--- src/rtl/xor_frame_parity_if.sv ---
// Handshake bundle for the streaming XOR frame parity engine.
// The slave side is the parity engine; the master side is the word source
// together with the result sink.
interface xor_frame_parity_if #(
  parameter int WIDTH     = 8,
  parameter int MAX_WORDS = 16
);
  localparam int CW = $clog2(MAX_WORDS + 1);

  logic             in_valid;
  logic             in_ready;
  logic [WIDTH-1:0] in_data;
  logic             in_last;
  logic             out_valid;
  logic             out_ready;
  logic [WIDTH-1:0] out_word;
  logic             out_bit;
  logic [CW-1:0]    out_count;
  logic             out_overflow;

  modport master (
    output in_valid, in_data, in_last, out_ready,
    input  in_ready, out_valid, out_word, out_bit, out_count, out_overflow
  );

  modport slave (
    input  in_valid, in_data, in_last, out_ready,
    output in_ready, out_valid, out_word, out_bit, out_count, out_overflow
  );
endinterface

--- src/rtl/xor_frame_parity.sv ---
// Streaming XOR parity engine: folds each accepted word of a frame into a
// column-wise XOR, then holds the column parity word, reduction parity bit,
// saturating word count and overflow flag until the sink takes them.
module xor_frame_parity #(
  parameter int WIDTH     = 8,
  parameter int MAX_WORDS = 16,
  parameter int ODD       = 0,
  localparam int CW       = $clog2(MAX_WORDS + 1)
) (
  input logic               clk,
  input logic               rst,
  xor_frame_parity_if.slave bus
);

  typedef enum logic [0:0] {
    ACCUM = 1'b0,
    HOLD  = 1'b1
  } state_t;

  localparam logic          ODD_BIT = (ODD != 0) ? 1'b1 : 1'b0;
  localparam logic [CW-1:0] CNT_MAX = CW'(MAX_WORDS);
  localparam logic [CW-1:0] CNT_ONE = CW'(1);

  // Reduction parity of one word (even sense).
  function automatic logic parity_of(input logic [WIDTH-1:0] w);
    return ^w;
  endfunction

  state_t           state;
  state_t           state_next;
  logic [WIDTH-1:0] acc;
  logic [WIDTH-1:0] acc_next;
  logic [CW-1:0]    cnt;
  logic [CW-1:0]    cnt_next;
  logic             ovf;
  logic             ovf_next;
  logic [WIDTH-1:0] res_word;
  logic [WIDTH-1:0] res_word_next;
  logic             res_bit;
  logic             res_bit_next;
  logic [CW-1:0]    res_count;
  logic [CW-1:0]    res_count_next;
  logic             res_ovf;
  logic             res_ovf_next;

  logic [WIDTH-1:0] fold;
  logic [CW-1:0]    cnt_sat;
  logic             ovf_upd;

  // Running values as they would look after folding in the word on in_data.
  always_comb begin
    fold    = acc ^ bus.in_data;
    cnt_sat = (cnt == CNT_MAX) ? CNT_MAX : (cnt + CNT_ONE);
    ovf_upd = ovf | (cnt == CNT_MAX);
  end

  // Next-state and next-datapath decision for the ACCUM/HOLD controller.
  always_comb begin
    state_next     = state;
    acc_next       = acc;
    cnt_next       = cnt;
    ovf_next       = ovf;
    res_word_next  = res_word;
    res_bit_next   = res_bit;
    res_count_next = res_count;
    res_ovf_next   = res_ovf;
    case (state)
      ACCUM: begin
        if (bus.in_valid) begin
          if (bus.in_last) begin
            res_word_next  = fold;
            res_bit_next   = parity_of(fold) ^ ODD_BIT;
            res_count_next = cnt_sat;
            res_ovf_next   = ovf_upd;
            acc_next       = '0;
            cnt_next       = '0;
            ovf_next       = 1'b0;
            state_next     = HOLD;
          end else begin
            acc_next = fold;
            cnt_next = cnt_sat;
            ovf_next = ovf_upd;
          end
        end else begin
          state_next = ACCUM;
        end
      end
      HOLD: begin
        if (bus.out_ready) begin
          state_next = ACCUM;
        end else begin
          state_next = HOLD;
        end
      end
      default: begin
        state_next = ACCUM;
      end
    endcase
  end

  // State and datapath registers; reset discards any partial frame or result.
  always_ff @(posedge clk or posedge rst) begin
    if (rst) begin
      state     <= ACCUM;
      acc       <= '0;
      cnt       <= '0;
      ovf       <= 1'b0;
      res_word  <= '0;
      res_bit   <= 1'b0;
      res_count <= '0;
      res_ovf   <= 1'b0;
    end else begin
      state     <= state_next;
      acc       <= acc_next;
      cnt       <= cnt_next;
      ovf       <= ovf_next;
      res_word  <= res_word_next;
      res_bit   <= res_bit_next;
      res_count <= res_count_next;
      res_ovf   <= res_ovf_next;
    end
  end

  // Handshake flags are pure decodes of the state register.
  assign bus.in_ready     = (state == ACCUM);
  assign bus.out_valid    = (state == HOLD);
  assign bus.out_word     = res_word;
  assign bus.out_bit      = res_bit;
  assign bus.out_count    = res_count;
  assign bus.out_overflow = res_ovf;

endmodule
--- src/flat_wrapper.sv ---
// flat-port wrapper written by rule: the top's interface ports become plain ports
module xor_frame_parity_flat 
#(
  parameter int WIDTH     = 8,
  parameter int MAX_WORDS = 16,
  parameter int ODD       = 0,
  localparam int CW       = $clog2(MAX_WORDS + 1)
)
  (clk, rst, bus_in_valid, bus_in_data, bus_in_last, bus_out_ready, bus_in_ready, bus_out_valid, bus_out_word, bus_out_bit, bus_out_count, bus_out_overflow);
  xor_frame_parity_if #(.WIDTH(WIDTH), .MAX_WORDS(MAX_WORDS)) bus_i ();
  input logic clk;
  input logic rst;
  input wire logic [$bits(bus_i.in_valid)-1:0] bus_in_valid;
  input wire logic [$bits(bus_i.in_data)-1:0] bus_in_data;
  input wire logic [$bits(bus_i.in_last)-1:0] bus_in_last;
  input wire logic [$bits(bus_i.out_ready)-1:0] bus_out_ready;
  output wire logic [$bits(bus_i.in_ready)-1:0] bus_in_ready;
  output wire logic [$bits(bus_i.out_valid)-1:0] bus_out_valid;
  output wire logic [$bits(bus_i.out_word)-1:0] bus_out_word;
  output wire logic [$bits(bus_i.out_bit)-1:0] bus_out_bit;
  output wire logic [$bits(bus_i.out_count)-1:0] bus_out_count;
  output wire logic [$bits(bus_i.out_overflow)-1:0] bus_out_overflow;
  assign bus_i.in_valid = bus_in_valid;
  assign bus_i.in_data = bus_in_data;
  assign bus_i.in_last = bus_in_last;
  assign bus_i.out_ready = bus_out_ready;
  assign bus_in_ready = bus_i.in_ready;
  assign bus_out_valid = bus_i.out_valid;
  assign bus_out_word = bus_i.out_word;
  assign bus_out_bit = bus_i.out_bit;
  assign bus_out_count = bus_i.out_count;
  assign bus_out_overflow = bus_i.out_overflow;
  xor_frame_parity #(.WIDTH(WIDTH), .MAX_WORDS(MAX_WORDS), .ODD(ODD)) u_core (.clk(clk), .rst(rst), .bus(bus_i));
endmodule
--- config.mk ---
export PLATFORM = sky130hd
export DESIGN_NAME = xor_frame_parity_flat
export DESIGN_NICKNAME = d
export VERILOG_FILES = /design/src/rtl/xor_frame_parity_if.sv /design/src/rtl/xor_frame_parity.sv /design/src/flat_wrapper.sv
export SDC_FILE = /design/constraint.sdc
export NUM_CORES = 1
export LEC_CHECK = 0
export BUFFER_PORTS_ARGS = -buffer_cell sky130_fd_sc_hd__buf_2
export CORE_MARGIN = 2
export CORE_UTILIZATION = 40
export DETAILED_ROUTE_END_ITERATION = 6
export PLACE_DENSITY = 0.63
export SYNTH_ARGS = -nofsm -noshare
export SYNTH_HDL_FRONTEND = slang
export SYNTH_SLANG_ARGS = --single-unit
--- constraint.sdc ---
create_clock -name clk -period 1.5 [get_ports clk]
set_input_delay 0.075 -clock clk [delete_from_list [all_inputs] [get_ports clk]]
set_output_delay 0.075 -clock clk [all_outputs]
set_load 0.02 [all_outputs]
# Word-level counts from Yosys, hierarchy flattened

Cells that the tools add are included.

Flip-flop bits (word level): 30
Output and inout port bits: 17
Word-level logic and storage cells: 24

$add $sub $neg: 1
Equal/unequal tests: 1
Muxes and demuxes: 8
Bitwise operators: 3
Reductions and logical operators: 3

Operator list:

| operator                                                      | number |
|---|---|
| 5-bit two-way mux                                             | 2 |
| 8-bit two-way mux                                             | 1 |
| 8-bit parity                                                  | 1 |
| 8-bit bitwise XOR                                             | 1 |
| 5-bit by 1-bit adder with 5-bit output, second input constant | 1 |
| 5-bit equality test, second input constant                    | 1 |
| 1-bit two-way mux                                             | 4 |
| 3-bit AND reduction                                           | 1 |
| 1-bit case mux with 2 select lines                            | 1 |
| 2-bit AND reduction                                           | 1 |
| 1-bit NOT                                                     | 1 |
| 1-bit bitwise OR                                              | 1 |

# Longest topological paths before layout

Gate-level depths: netlist of run 1.

Depth after elaboration: 3
Mapped depth: 5
Depth with buffers taken out: 5

# Worst setup path after synthesis of run 1

No wires, ideal clock.

Path type: register -> register
Start point: reg u_core.state (netlist: u_core.bus.out_valid)
End point: reg u_core.acc[0]
Setup time: 83 ps
Data arrival time: 1340 ps
Required time: 1417 ps
Slack: 78 ps
Cell stages (with the launch flop): 6
Buffers on the path: 0
Clock period less this slack: 1422 ps
Path through: dfrtp_1 > inv_1 > nand2_1 > nor2_1 > nand2_1 > o21ai_0

Word-level cells in the longest chain between the ends: 2

RTL lines:

| what                          | RTL line                | source |
|---|---|---|
| start, declared               | xor_frame_parity.sv:29  | `state_t state;` |
| start signal, assigned        | xor_frame_parity.sv:113 | `state <= state_next;` |
| 1-bit NOT (no line)           | n/a                     |  |
| via bus_in_ready              | flat_wrapper.sv:17      | `output wire logic [$bits(bus_i.in_ready)-1:0] bus_in_ready;` |
| 2-bit AND reduction (no line) | n/a                     |  |
| end signal, assigned          | xor_frame_parity.sv:114 | `acc <= acc_next;` |
| end, declared                 | xor_frame_parity.sv:31  | `logic [WIDTH-1:0] acc;` |

The timed path passes the listed nets, and every way through them passes these cells.
A chain may end at the register's enable or synchronous reset.

# Worst setup path after layout of run 1

Start point: reg u_core.cnt[1]
End point: reg u_core.cnt[0]

Word-level cells in the longest chain between the ends: 3

RTL lines:

| what                   | RTL line                | source |
|---|---|---|
| start, declared        | xor_frame_parity.sv:33  | `logic [CW-1:0] cnt;` |
| start signal, assigned | xor_frame_parity.sv:115 | `cnt <= cnt_next;` |
| 5-bit equality test    | xor_frame_parity.sv:53  | `cnt_sat = (cnt == CNT_MAX) ? CNT_MAX : (cnt + CNT_ONE);` |
| 5-bit two-way mux      | xor_frame_parity.sv:53  |  |
| 5-bit two-way mux      | xor_frame_parity.sv:70  | `if (bus.in_last) begin` |

Every way passes these cells.

==> results.md, run 1 <==
* Total Power at between 0.002 and 0.003 W
* Final worst path period share at 0.918
* Routability cong. at approximately 0.81
* Die Ht at about 63 um
* Source of the worst hold timing path: bus_in_data[4]
* Main combinational cell family by area after synthesis: compound AO/OA/AOI/OAI gates
* XOR/XNOR Fraction of Synth Area at 0.112
* RSZ-0062 raised after global routing: no
* Final Hold Fails at 0
* Yosys cell types at 23
* Synth Area in Compound Gates at 0.150
* CTS buffer count at 5
* Vias in the first global route at 1078
* Syn avg cell area at slightly above 9 um2
* Reg2Reg Setup Slack at 120 ps
* Final setup fails at 0
* Site row count at 21
* Post-synth EDFFs at 0
* Vias per cell at around 4.8
* CTS HTree Levels at 2
* Overall Global Routing Usage at 0.165
* Worst r2r src: u_core.cnt[1]
* Die X at ~63 um
* Lkg Pwr at 0.839 nW
* Max Freq at 0.726 GHz
* Fraction of synthesized area in multiplexers at 0.00799
* PortBufs at 29
* Clk buf depth at 2
* Max Slew Vio Count at 0
* Max VDD drop at 0.503 mV
* Async SR Flop Fraction at 1.00
* Routed WL per cell at between 10 and 15 um
* CTS clk-pin slew, worst paths at approximately 100 ps
* Crit end category: flip-flop
* Post-layout util at 0.538
* Ant diodes at 0
* CORE AREA at between 3000 and 4000 um2
* Worst skew pair latency at 340 ps
* Outcome: finished clean
* CP arrival at 1600 ps
* Seq cells post-synth at 30
* Initial antenna violation count at 0
* Max_cap viols at 0
* Register area at around 750 um2
* P&R area growth vs syn at 28.4%
* Post-layout min period at about 1400 ps
* Crit-path cells: inv_1, ha_1, nor4bb_4, or3_1, o21ai_0
* Worst-path maximum fanout at 5
* Fillers at 345
* RR Endpoint: u_core.cnt[0]
* Total number of vias at approximately 1200
* Largest net degree at the start of global routing at 31
* Hold Crit Endpoint: u_core.bus.out_word[4]
* Post-synthesis sequential area ratio at 0.533
* Post-Route Setup TNS at 0 ps
* Share of layout cells above drive strength 1 at 0.237
* Setup Skew at roughly 18 ps
* Placed cell area at 1640 um2
* Synth Area in Adders at 0.0178
* Hold Path Depth at 3
* Req. time, crit path at 1720 ps
* Synth Net Count at 166
* Fin nets at approximately 210
* Synth Cell Area at approximately 1400 um2
* Post-synth top flop: dfrtp_1
* Initial DRC Count at between 100 and 150
* Worst Hold Class: in2reg
* Clock Sink Count at 30
* Root buffer cell: clkbuf_4
* CTS tree: built
* PwrDens at around 1400 nW/um2
* Total gr overflow at 0
* Area of the multi-input gates at around 630 um2
* Slew HR at 0.742
* First-pass GRT wire length at between 5000 and 6000 um
* DRT Pass-1 Iters at 4
* Worst slew pin tran at about 390 ps
* Startpoint type of the worst setup path: flip-flop
* Slowest cell delay on critical path at about 400 ps
* Post-DRT Antenna Nets at 0
* Post-Synthesis Cells at between 150 and 200
* Simple-gate area share of the yosys netlist at 0.148
* Initial Utilization at 0.419
* IO Count at 30
* Die area at 4010 um2
* Post-Route WL at approximately 2900 um
* Reg2reg path depth at 5
* Post-route cell area at 1810 um2
* Synth Warn # at 0
* Hpwl dp at 2050 um
* Crit-path slowest cell: dfrtp_1
* DRC errors left at 0
* Critical path class: reg2reg
==> power breakdown <==
group	switching, W	total, W	internal [W]
Clock	0.000298	0.000523	0.000225
Sequential	0.000125	0.00112	0.000992
Combinational	0.000495	0.000886	0.000391
==> what timing repair did <==
action,CTS,global route
buffers inserted,0,0
hold endpoints to repair,38,0
hold buffers,9,0
setup endpoints to repair,0,5
gates resized for setup,0,2
==> logic make-up (layout without fill, tap and decap cells) <==
group / after synthesis / after routing
AO/OA/AOI/OAI: 41 / 41
XOR/XNOR: 18 / 18
adder cells (fa/ha/maj): 2 / 2
buffers and inverters: 11 / 58
flip-flops: 30 / 30
multiplexers: 1 / 1
AND/OR/NAND/NOR: 48 / 48
==> per-stage QoR <==
stage	cells	setup slack, ps	hold WS, ps
floorplan	151	77.8	166
global placement	227	129	165
detailed placement	227	39.5	175
CTS	244	22.1	89.2
global route	244	15.3	95.5
finish	244	123	102
==> registers in the layout, indices dropped and copies added (netlist names) <==
signal	flops
u_core.acc	8
u_core.bus.out_bit	1
u_core.bus.out_count	5
u_core.bus.out_overflow	1
u_core.bus.out_valid	1
u_core.bus.out_word	8
u_core.cnt	5
u_core.ovf	1
==> critical path: cells and delay by family (launching register included) <==
family	cells	cell delay, ps
buffers and inverters	1	80
adders and majority gates	1	160
and+or+nand+nor	2	560
AOI/OAI and AO/OA	1	70
DFF	1	400
==> layer usage <==
metal,vias up,part of all wire,GRT usage
met2,22,0.47,0.254
met5,-,0,0
met3,7,0.048,0.0500
met1,560,0.47,0.217
li1,593,-,-
met4,0,0.017,0.0652
==> cells in the final DEF (no fill, tap or decap), types with 3 or more instances in the layout <==
| cell type | synthesis | routed |
|---|---|---|
| o21ai_0 | 33 | 33 |
| clkbuf_4 | 0 | 5 |
| a21oi_1 | 4 | 4 |
| buf_4 | 0 | 7 |
| buf_2 | 1 | 29 |
| nand2_1 | 36 | 36 |
| dlygate4sd3_1 | 0 | 9 |
| nor2_1 | 3 | 3 |
| inv_1 | 5 | 5 |
| dfrtp_1 | 30 | 30 |
| xnor2_1 | 16 | 15 |
==> synth_stat cells, types with 2 or more instances <==
master | count | area, um2
o21ai_0 | 33 | 165
a21oi_1 | 4 | 20.0
xor2_1 | 2 | 17.5
ha_1 | 2 | 25.0
nor3_1 | 2 | 10.0
clkbuf_1 | 4 | 15.0
o31ai_1 | 2 | 15.0
dfrtp_1 | 30 | 751
inv_1 | 5 | 18.8
nor2_1 | 3 | 11.3
nand2_1 | 36 | 135
nand3_1 | 2 | 10.0
xnor2_1 | 16 | 140
==> worst max path at each step <==
stage | from | to | cells after the start | slack [ps]
after global placement | u_core.cnt[1] | u_core.cnt[0] | 5 | 130
after global routing | u_core.acc[0] | u_core.bus.out_bit | 5 | 20
after CTS | u_core.cnt[1] | u_core.cnt[0] | 5 | 20
final | u_core.cnt[1] | u_core.cnt[0] | 5 | 120
after floorplan | u_core.bus.out_valid | u_core.acc[0] | 5 | 80
after detailed placement | u_core.cnt[1] | u_core.cnt[0] | 5 | 40
==> area by class of cell <==
class | count | share of cell area
timing repair buffer | 45 | 0.159
inverter | 5 | 0.0104
clock buffer | 6 | 0.0284
tap | 46 | 0.0318
sequential | 30 | 0.415
clock inverter | 2 | 0.00692
multi-input combinational | 110 | 0.349
Note: power is estimated with default switching activity, not from simulation.
==> run 2, diff against run 1 <==
ABC_AREA = 1   (was unset)
MAX_ROUTING_LAYER = met4   (was unset)
PLACE_DENSITY = 0.62   (was 0.63)
==> run 2 against run 1 <==
Effect of this change: sequential power is essentially flat; clock power rose by 15%; clock-buffer cell count down 1; highest routed layer unchanged; critical path depth increased by 1; utilization decreased by 3.5 points; maximum frequency increased by 12%; sequential share of layout area fell by 1.0 points; design area increased by 2.5%.
==> results.md, run 2 <==
* Setup Skew at 5.79 ps (-12.7 ps)
* Largest net degree at the start of global routing at 31 (unchanged)
* CTS tree: built
* Cells resized by post-CTS repair at 0 (unchanged)
* Top post-synthesis cells by count: nand2_1, dfrtp_1, nand2_2
* Buffers & Inverters on Critical Path at 2 (+1)
* P&R area growth vs syn at 19.9%
* Top cell family by delay on the critical path: buffers and inverters
* Post-Synthesis Cells at 198 (+31%)
* CP dominant cell by count: inv_2
* Source of the worst hold timing path: bus_in_data[5]
* Initial DRC Count at 77 (-25%)
* Total number of vias at 1300 (+10%)
* Slew HR at 0.723 (-0.0198)
* Worst slew pin tran at 416 ps (+29.1 ps)
* CP arrival at 1450 ps (-150 ps)
* Ant diodes at 0 (unchanged)
* Overall Global Routing Usage at 0.169 (+0.00363)
* Routed WL per cell at 10.7 um (-11%)
* Critical path class: reg2reg
* PwrDens at 1370 nW/um2 (-2.0%)
* Vias in the first global route at 1258 (+17%)
* Max Slew Vio Count at 0 (unchanged)
* Vias per cell at 4.59 (-5.2%)
* Fillers at 395 (+14%)
* Top-count cell post-synth: nand2_1
* Die area at 4380 um2 (+9.2%)
* Worst skew pair latency at 290 ps (-50 ps)
* Commonest cells after routing, fill and taps aside: nand2_1, dfrtp_1, buf_2, nand2_2, inv_1
* Setup bufs post-CTS at 0 (unchanged)
* Post-synth top area cell: dfrtp_1
* Crit end category: flip-flop
* Hold buffers post-CTS at 2 (-7)
* DRT Pass-1 Iters at 4 (unchanged)
* Initial antenna violation count at 0 (unchanged)
* CTS clk-pin slew, worst paths at 60 ps (-40 ps)
* Post-route cell area at 1850 um2 (+2.5%)
* CTS buffer count at 5 (unchanged)
* Post-synth top flop: dfrtp_1
* Yosys cell types at 22 (-4.3%)
* Leading post-synthesis cells by cell area: dfrtp_1, nand2_1, nand2_2
* Post-synthesis sequential area ratio at 0.485 (-0.0474)
* Req. time, crit path at 1710 ps (about the same)
* Die X at 66.2 um (+4.5%)
* Post-synth EDFFs at 0 (unchanged)
* RSZ-0062 raised after global routing: no
* CORE AREA at 3690 um2 (+9.7%)
* Post-layout min period at 1230 ps (-142 ps)
* Max_cap viols at 0 (unchanged)
* Clock Sink Count at 30 (unchanged)
* Max VDD drop at 0.752 mV (+50%)
* Routability cong. at 0.811 (-0.31%)
* Critical path origin: u_core.bus.out_valid
* Root buffer cell: clkbuf_8
* Reg2Reg Setup Slack at 270 ps (+140 ps)
* Final worst path period share at 0.823 (-0.0950)
* First-pass GRT wire length at 5330 um (+3.9%)
* Final setup fails at 0 (unchanged)
* Total gr overflow at 0 (unchanged)
* Clk buf depth at 2 (unchanged)
* Post-Route WL at 3030 um (+3.7%)
* Share of layout cells above drive strength 1 at 0.315 (+0.0775)
* Synth top area share at 0.485 (-0.0474)
* Hpwl dp at 2220 um (+8.3%)
* DRC errors left at 0 (unchanged)
* Final Hold Fails at 0 (unchanged)
* Synth Cell Area at 1550 um2 (+9.8%)
* IO Count at 30 (unchanged)
* Fin nets at 250 (+18%)
* Post-DRT Antenna Nets at 0 (unchanged)
* Seq cells post-synth at 30 (unchanged)
* Site row count at 22 (+4.8%)
* PortBufs at 29 (unchanged)
* Die Ht at 66.2 um (+4.5%)
* Post-Route Setup TNS at 0 ps (unchanged)
* Outcome: finished clean
* Worst-path maximum fanout at 27 (+22)
* Crit-path slowest cell: dfrtp_1
* Async SR Flop Fraction at 1.00 (unchanged)
* Commonest non-fill, non-tap cell in the layout: nand2_1
* Crit-path cells: inv_2, nand2_2, nor2_4, inv_2, o21ai_0, a21oi_1
* Worst Hold Class: in2reg
* Lkg Pwr at 1.01 nW (+20%)
* CTS HTree Levels at 2 (unchanged)
* Worst r2r src: u_core.bus.out_valid
* Synth Warn # at 0 (unchanged)
* Max Freq at 0.810 GHz (+12%)
* Slowest cell delay on critical path at 360 ps (-40 ps)
* Placed cell area at 1760 um2 (+7.1%)
* Initial Utilization at 0.419 (about the same)
* Syn avg cell area at 7.81 um2 (-16%)
* Synth Net Count at 213 (+28%)
* Startpoint type of the worst setup path: flip-flop
-- run 2: cell count changes after synthesis, moves of 11 or more --
cell and change:
o21ai_1 +11, inv_2 +14, nand2_1 +32, nand2_2 +18, xnor2_1 -15, inv_1 +11, o21ai_0 -30, o22ai_1 +12
-- run 2: area by class of cell --
class / instances / area (um2) / area share
Clock buffer: 5 / 68.8 / 0.0371
Tap cell: 48 / 60.1 / 0.0324
Timing Repair Buffer: 34 / 188 / 0.101
Sequential cell: 30 / 751 / 0.405
Multi-Input combinational cell: 134 / 664 / 0.358
Clock inverter: 2 / 10.0 / 0.00540
Inverter: 30 / 113 / 0.0607
-- run 2: layer usage --
| layer | track usage | share of wire | routed length (um) | up-vias |
|---|---|---|---|---|
| met5 | - | 0 | 0 | - |
| li1 | - | - | - | 698 |
| met2 | 0.256 | 0.47 | 1420 | 25 |
| met1 | 0.207 | 0.47 | 1420 | 570 |
| met4 | 0.0842 | 0.023 | 70 | 0 |
| met3 | 0.0460 | 0.042 | 128 | 7 |
-- run 2: report_power, final --
group          total (W)  internal, W  switching, W  leakage [nW]
logic           0.000846     0.000310      0.000536         0.577
clock network   0.000603     0.000310      0.000293        0.0438
registers        0.00109     0.000978      0.000110         0.384
total            0.00254      0.00160      0.000939          1.01
-- run 2: stage by stage --
step | cells | utilization | worst slack [ps] | power [W] | hold slack [ps]
floorplan | 198 | - | 208 | 0.00171 | 166
global placement | 274 | 0.476 | 282 | 0.00195 | 171
detailed placement | 274 | 0.476 | 269 | 0.00196 | 180
CTS | 283 | 0.503 | 256 | 0.00257 | 131
global route | 283 | 0.503 | 94.2 | 0.00274 | 167
finish | 283 | 0.503 | 266 | 0.00254 | 136
-- run 2: worst reg2reg max path: cells and delay by family, from the launching register on --
kind	cells	cell delay [ps]
buf+inv	2	370
simple gates	2	150
flops	1	360
compound gates	2	290
-- run 2: final timing paths --
kind | to | cells past startpoint
worst min register to register | u_core.bus.out_word[1] | 2
worst max-delay path | u_core.ovf | 6
min in group asynchronous | u_core.bus.out_word[6] | 4
max in group asynchronous | u_core.bus.out_word[7] | 4
worst max register to register | u_core.ovf | 6
worst min-delay path | u_core.bus.out_word[5] | 4
-- run 2: logic make-up (layout without fill, tap and decap cells) --
family                     count (synthesis)  after routing  synth area share
and+or+nand+nor                           98             98             0.286
buffers and inverters                     34             71            0.0849
AOI/OAI and AO/OA                         32             32             0.117
DFF                                       30             30             0.485
adders and majority gates                  2              2            0.0162
xor gates and xnor gates                   2              2            0.0113
